==> src/rtl/noc_pkg.sv <==
// Shared NoC definitions: flit width and flit type, common to router, NI and edge bridge.
package noc_pkg;
  localparam int unsigned FLIT_W = 32;
  typedef logic [FLIT_W-1:0] flit_t;
endpackage

==> src/rtl/sync_fifo.sv <==
// Single-clock FIFO with wrapping (log2(DEPTH)+1)-bit pointers, registered status flags
// and show-ahead read data.
module sync_fifo #(
  parameter int unsigned WIDTH = 32,
  parameter int unsigned DEPTH = 8
) (
  input  logic             clk,
  input  logic             rst,
  input  logic             clr,
  input  logic             push,
  input  logic             pop,
  input  logic [WIDTH-1:0] din,
  output logic [WIDTH-1:0] dout,
  output logic             full,
  output logic             empty
);
  localparam int unsigned AW = $clog2(DEPTH);

  logic [WIDTH-1:0] mem [DEPTH];
  logic [AW:0]      wp, rp, wp_n, rp_n;
  logic             push_ok, pop_ok;

  // Flags are the pre-edge state, so a full FIFO rejects a push even when popped that cycle.
  assign push_ok = push && !full;
  assign pop_ok  = pop && !empty;

  always_comb begin
    wp_n = wp + {{AW{1'b0}}, push_ok};
    rp_n = rp + {{AW{1'b0}}, pop_ok};
  end

  always_ff @(posedge clk or negedge rst) begin
    if (!rst) begin
      wp    <= '0;
      rp    <= '0;
      full  <= 1'b0;
      empty <= 1'b1;
    end else if (clr) begin
      wp    <= '0;
      rp    <= '0;
      full  <= 1'b0;
      empty <= 1'b1;
    end else begin
      wp    <= wp_n;
      rp    <= rp_n;
      full  <= (wp_n[AW] != rp_n[AW]) && (wp_n[AW-1:0] == rp_n[AW-1:0]);
      empty <= (wp_n == rp_n);
    end
  end

  always_ff @(posedge clk) begin
    if (push_ok && !clr) mem[wp[AW-1:0]] <= din;
  end

  assign dout = mem[rp[AW-1:0]];
endmodule

==> src/rtl/noc_edge_bridge.sv <==
// Host <-> mesh edge bridge: egress/ingress FIFOs on one node port pair, transfer
// counters and a sticky egress overflow flag.
module noc_edge_bridge
  import noc_pkg::*;
#(
  parameter int unsigned DEPTH = 8,
  parameter int unsigned CNT_W = 16
) (
  input  logic              clk,
  input  logic              rst,
  input  logic              host_wr_en,
  input  logic [FLIT_W-1:0] host_wr_data,
  output logic              host_full,
  input  logic              host_rd_en,
  output logic [FLIT_W-1:0] host_rd_data,
  output logic              host_empty,
  input  logic              flush,
  output logic [FLIT_W-1:0] noc_dout,
  output logic              noc_vout,
  input  logic              noc_rin,
  input  logic [FLIT_W-1:0] noc_din,
  input  logic              noc_vin,
  output logic              noc_rout,
  output logic [CNT_W-1:0]  tx_count,
  output logic [CNT_W-1:0]  rx_count,
  output logic              overflow
);
  logic eg_empty, in_full;
  logic tx_hs, rx_hs;

  sync_fifo #(.WIDTH(FLIT_W), .DEPTH(DEPTH)) u_egress (
    .clk   (clk),
    .rst   (rst),
    .clr   (flush),
    .push  (host_wr_en),
    .pop   (noc_rin),
    .din   (host_wr_data),
    .dout  (noc_dout),
    .full  (host_full),
    .empty (eg_empty)
  );

  sync_fifo #(.WIDTH(FLIT_W), .DEPTH(DEPTH)) u_ingress (
    .clk   (clk),
    .rst   (rst),
    .clr   (flush),
    .push  (noc_vin),
    .pop   (host_rd_en),
    .din   (noc_din),
    .dout  (host_rd_data),
    .full  (in_full),
    .empty (host_empty)
  );

  assign noc_vout = !eg_empty;
  assign noc_rout = !in_full;

  // Handshakes coinciding with flush are discarded, so they are not counted either.
  assign tx_hs = noc_vout && noc_rin && !flush;
  assign rx_hs = noc_vin && noc_rout && !flush;

  always_ff @(posedge clk or negedge rst) begin
    if (!rst) begin
      tx_count <= '0;
      rx_count <= '0;
      overflow <= 1'b0;
    end else begin
      if (tx_hs) tx_count <= tx_count + CNT_W'(1);
      if (rx_hs) rx_count <= rx_count + CNT_W'(1);
      if (flush)                         overflow <= 1'b0;
      else if (host_wr_en && host_full)  overflow <= 1'b1;
    end
  end
endmodule

==> config.mk <==
export PLATFORM = sky130hd
export DESIGN_NAME = noc_edge_bridge
export DESIGN_NICKNAME = d
export VERILOG_FILES = /design/src/rtl/noc_pkg.sv /design/src/rtl/sync_fifo.sv /design/src/rtl/noc_edge_bridge.sv
export SDC_FILE = /design/constraint.sdc
export NUM_CORES = 1
export LEC_CHECK = 0
export CAP_MARGIN = 20
export CORE_ASPECT_RATIO = 2
export CORE_UTILIZATION = 65
export CTS_BUF_LIST = sky130_fd_sc_hd__clkbuf_8
export DETAILED_ROUTE_END_ITERATION = 16
export DONT_BUFFER_PORTS = 1
export HOLD_SLACK_MARGIN = 0.06
export PLACE_DENSITY = 0.85
export SYNTH_ARGS = -nofsm -noshare
export SYNTH_HDL_FRONTEND = slang
export SYNTH_SLANG_ARGS = --single-unit
==> constraint.sdc <==
create_clock -name clk -period 4.2 [get_ports clk]
set_clock_uncertainty 0.2 [all_clocks]
set_input_delay 0.84 -clock clk [delete_from_list [all_inputs] [get_ports clk]]
set_output_delay 0.84 -clock clk [all_outputs]
set_load 0.005 [all_outputs]
# ---- Word-level counts from Yosys, hierarchy flattened
# Memories as Yosys holds them, arrays and structs flattened.
# Cells that the tools add are included.
dict set report op_classes {
  add_sub_neg 6
  n_eq_ne 6
  n_mux 14
  n_reduce_logical 16
}
# op n
set op_table {}
lappend op_table {{adder 16 x 1 -> 16 bit (second input constant)} 2}
lappend op_table {{adder 4 x 1 -> 4 bit} 4}
lappend op_table {{two-way mux 4 bit} 4}
lappend op_table {{logical AND 1 bit} 10}
lappend op_table {{two-way mux 1 bit} 10}
lappend op_table {{== test 4 bit} 2}
lappend op_table {{== test 3 bit} 2}
lappend op_table {{logical NOT 1 bit} 5}
lappend op_table {{!= test 1 bit} 2}
lappend op_table {{nonzero test 2 bit} 1}
dict set report totals {
  ff_bits 53
  mem_bits_rw 512
  inputBits 71
  out_inout_bits 101
  elab_cells 55
  memories 2
}
# memory words word_bits rd rd_clocked_by_memory_dff wr line
set memory_table {}
lappend memory_table {u_egress.mem 8 32 1 0 1 sync_fifo.sv:19} ;# logic [WIDTH-1:0] mem [DEPTH];
lappend memory_table {u_ingress.mem 8 32 1 0 1 sync_fifo.sv:19}

# ---- Longest topological paths before layout
dict set report logic_depth {
  depth_word 6
  ltp_mapped 8
}

# ---- By module
# Synthesis repeated with hierarchy kept, for this count alone.
dict set report hier_totals {
  cells_unflattened 966
  area_unflattened_um2 22188.8
}
# module instances cells_each area_each_um2
set by_module_without_submodules {}
lappend by_module_without_submodules {sync_fifo 2 423 10351.2}
lappend by_module_without_submodules {noc_edge_bridge 1 120 1486.4}

# ---- Worst setup path before layout
# OpenSTA, ideal clock, no wires.
dict set report synth_path {
  kind {input -> register}
  start {in flush}
  end {mem u_ingress.mem[0][0] (enable)}
  setup_ns 0.461
  arrival_ns 3.499
  t_required_ns 3.539
  slack_ns 0.040
  stages 4
  path_cell_list {nor3b_2 buf_4 nand2b_1 nor3_1}
}
dict set report synth_via {
  elab_chain_cells 4
}
# element line
set synth_rtl {}
lappend synth_rtl {{start: declaration} noc_edge_bridge.sv:17} ;# input logic flush,
lappend synth_rtl {{logical NOT 1 bit} sync_fifo.sv:52} ;# if (push_ok && !clr) mem[wp[AW-1:0]] <= din;
lappend synth_rtl {{logical AND 1 bit} sync_fifo.sv:52}
lappend synth_rtl {{two-way mux 1 bit} sync_fifo.sv:52}
lappend synth_rtl {{two-way mux 1 bit (not written as such)} sync_fifo.sv:52}
lappend synth_rtl {{end: declaration} sync_fifo.sv:19}
# Every way passes these cells.

# ---- Final worst setup path
dict set report layout_path {
  start {reg u_ingress.rp[0]}
  end {out host_rd_data[14]}
}
dict set report layout_via {
  elab_chain_cells 1
}
# element line
set layout_rtl {}
lappend layout_rtl {{start: declaration} sync_fifo.sv:20} ;# logic [AW:0] wp, rp, wp_n, rp_n;
lappend layout_rtl {{start signal: assignment} sync_fifo.sv:45} ;# rp <= rp_n;
lappend layout_rtl {{memory (8 x 32 bit)} -}
lappend layout_rtl {{end: declaration} noc_edge_bridge.sv:15} ;# output logic [FLIT_W-1:0] host_rd_data,
# Every way passes these cells.

==> results by group <==
Synth
  • Synth warn: 0
  • Synthesized cell area: between 20000 and 25000 um2
  • Top cells by area, synth: edfxtp_1, mux4_1, dfrtp_1, mux2_2, mux4_2
  • Post-synth ARST share: around a tenth
  • Synth Net Count: roughly 1.0k
  • Post-synth EDFFs: a little over 500
  • Post-synthesis sequential area ratio: 75.5%
  • Synthesized area per cell: 23.0 um2
  • Syn Inst Count: between 900 and 1k
  • Distinct cells, synth: 29
  • Synth Register Bits: approximately 570
  • Share of the synthesized area in the top cell type: between 60% and 70%
  • Largest area contributor in the netlist: edfxtp_1
  • Ys flop type: edfxtp_1

Clocking
  • Latest clock arrival within the worst-skew pair: 0.61 ns
  • Setup bufs post-CTS: 0
  • Number of buffers created by CTS: 73
  • Max clock buf depth: 3
  • CTS tree: built
  • Clock transition at the registers of the reported paths: approximately 0.070 ns
  • CTS root buffer: clkbuf_8
  • Post_cts resized: 0
  • Clk sinks: approximately 570
  • # H-tree levels: 3

Place
  • Pre-CTS WS: approximately 0.89 ns
  • Port Buf Inserts: 0
  • HPWL after DPL: 24400 um
  • Routability cong.: about 0.80
  • Placed cell area: between 20000 and 25000 um2

Drt
  • DR vias: 9787
  • Residual DRC count: 0
  • Drt initial violations: 649
  • Drt pass-1 iters: 5
  • DRT Wirelength: ~41000 um
  • Vias/cell: approximately 6.4
  • Final ANT Viol Nets: 0
  • Drt wl/cell: approximately 27 um

Floorplan
  • # rows: 95
  • Num ports: ~170
  • Initial Utilization: 66.0%
  • Die area: roughly 35000 um2
  • CORE AREA: between 30000 and 40000 um2
  • Die span in x: roughly 130 um
  • Die H: about 260 um

GRT
  • Grt total ovfl: 0
  • Number of global-route vias before repair: ~11k
  • Total Routing Usage GR: 24.4%
  • First-pass GRT wire length: between 60000 and 70000 um
  • Initial antenna violation count: 1
  • Largest net degree at the start of global routing: 54

Timing
  • Post-route minimum period: 3.90 ns
  • Setup WS post-layout: 0.297 ns
  • Slew Viols, Final: 0
  • Setup_tns: 0 ns
  • Endpoints failing setup: 0
  • Final period util: between 90 and 100%
  • Fmax: between 0.2 and 0.3 GHz
  • RSZ-0062 raised after global routing: no
  • Hold Fails Final Rpt: 0
  • Worst Max-Slew Pin Slew: 1.01 ns
  • Relative slew slack: roughly a third

Setup path
  • Worst setup path class: reg -> out
  • Worst path arrival time: 2.86 ns
  • CP Launch Type: flop
  • CP endpoint kind: output pin
  • Worst Path Required: ~3.2 ns
  • CP Max Fanout: 47

Finish
  • Multi-input gate area: roughly 5200 um2
  • Layout Area Growth over Synthesis: 9.37%
  • Finished Core Util: about 72%
  • Sequential cell area: 16700 um2
  • Nets: approximately 1.1k
  • Fin area: around 24000 um2
  • Fill count: 1874
  • Proportion of layout cells with a drive suffix above 1: 21.4%

Power
  • Pwr Total: 0.0111 W
  • Pleak: approximately 8.0 nW
  • Maximum VDD drop: around 560 uV
  • Pwr/cell area: 459 nW/um2

Min path
  • Min-Delay Path Class: in -> reg

Job
  • Total of max-cap violations: 0

Run status
  • Status: finished, final reports clean
[cell usage in the layout (no fill, tap or decap), types with 3 or more instances in the layout]
| cell type | instances |
|---|---|
| bufinv_16 | 4 |
| ha_1 | 10 |
| clkinv_1 | 12 |
| nand3_1 | 13 |
| nor2b_1 | 11 |
| edfxtp_1 | 512 |
| dfrtp_1 | 46 |
| buf_4 | 25 |
| dfrtp_2 | 3 |
| clkinv_2 | 9 |
| nand2b_1 | 6 |
| nor3_2 | 4 |
| nor2_4 | 12 |
| clkbuf_8 | 80 |
| mux4_2 | 16 |
| nand4_1 | 9 |
| xnor2_1 | 37 |
| and4_1 | 4 |
| nor2_1 | 11 |
| inv_1 | 25 |
| nand2_1 | 15 |
| mux4_1 | 112 |
| and3_1 | 9 |
| mux2_2 | 66 |
| xor2_1 | 9 |
| clkinvlp_4 | 4 |
[state kept, by name, summed over array words and instances (netlist names)]
name	count
overflow	1
u_ingress.wp	4
rx_count	16
u_ingress.empty	1
u_ingress.rp	4
u_egress.wp	4
tx_count	16
u_ingress.mem	256
u_egress.full	1
u_egress.rp	4
u_egress.mem	256
u_ingress.full	1
u_egress.empty	1
[layer usage]
layer | up-vias | routed length, um | track usage, %
li1 | 4193 | - | -
met2 | 387 | 23100 | 44.9
met3 | 69 | 2690 | 6.39
met4 | 0 | 922 | 9.29
met1 | 5138 | 14200 | 26.6
met5 | - | 0 | 0
[what timing repair did]
item | 4_1_cts | 5_1_grt
hold endpoints to repair | 72 | 0
endpoints found under the setup margin | 0 | 0
hold buffers | 3 | 0
[kinds of logic after synthesis]
kind of cell,synth area share [%]
AOI/OAI and AO/OA,0.113
xor gates and xnor gates,1.82
adders and majority gates,0.565
buffers and inverters,1.33
DFF,75.5
muxes,18.3
and+or+nand+nor,2.42
[worst paths after layout]
kind	cells after the start	end	startpoint	slack [ns]
setup reg to reg	4	u_egress.mem[0][18]	u_egress.full	1.80
setup / recovery	3	host_rd_data[14]	u_ingress.rp[0]	0.30
max in group asynchronous	2	u_ingress.empty	rst	2.96
hold / removal	0	u_egress.mem[0][6]	host_wr_data[6]	0.12
hold reg to reg	1	tx_count[15]	tx_count[15]	0.31
min in group asynchronous	2	tx_count[15]	rst	0.54
[worst max-delay path, cell delays in order (launching register included)]
cell and delay, ns:
dfrtp_4 0.95, buf_4 0.34, mux4_1 0.63, mux2_2 0.30
[where the power goes]
group	leakage, nW	total (W)	switching (W)	internal, W
Combinational	1.87	0.000740	0.000304	0.000436
Clock	0.808	0.00391	0.00190	0.00201
Sequential	5.33	0.00646	0.000189	0.00627
[synth_stat cells, types with 4 or more instances]
| master | count |
|---|---|
| edfxtp_1 | 512 |
| mux4_2 | 16 |
| mux2_2 | 66 |
| nand3_1 | 13 |
| nand4_1 | 9 |
| buf_2 | 14 |
| and3_1 | 9 |
| buf_6 | 14 |
| xnor2_1 | 37 |
| mux4_1 | 112 |
| nor3_1 | 6 |
| nor2_1 | 23 |
| xor2_1 | 9 |
| nand2_1 | 15 |
| dfrtp_1 | 51 |
| nand2b_1 | 6 |
| clkbuf_1 | 13 |
| and4_1 | 4 |
| nor2b_1 | 11 |
| ha_1 | 10 |
[through the flow]
stage          hold WS (ns)  instances
2_1_floorplan         0.268        963
3_3_place_gp          0.292       1383
3_5_place_dp          0.292       1383
4_1_cts              0.0637       1518
5_1_grt              0.0793       1519
6_report              0.119       1519
[area by class of cell]
| type | count | share of cell area (%) |
|---|---|---|
| Sequential cell | 565 | 69.0 |
| Clock buffer | 80 | 4.55 |
| Tap cell | 436 | 2.25 |
| Clock inverter | 52 | 1.37 |
| Multi-Input combinational cell | 353 | 21.7 |
| Timing Repair Buffer | 29 | 1.05 |
| Antenna cell | 1 | 0.0103 |
| Inverter | 3 | 0.0465 |
No activity file was read; power rests on OpenSTA's default activity.
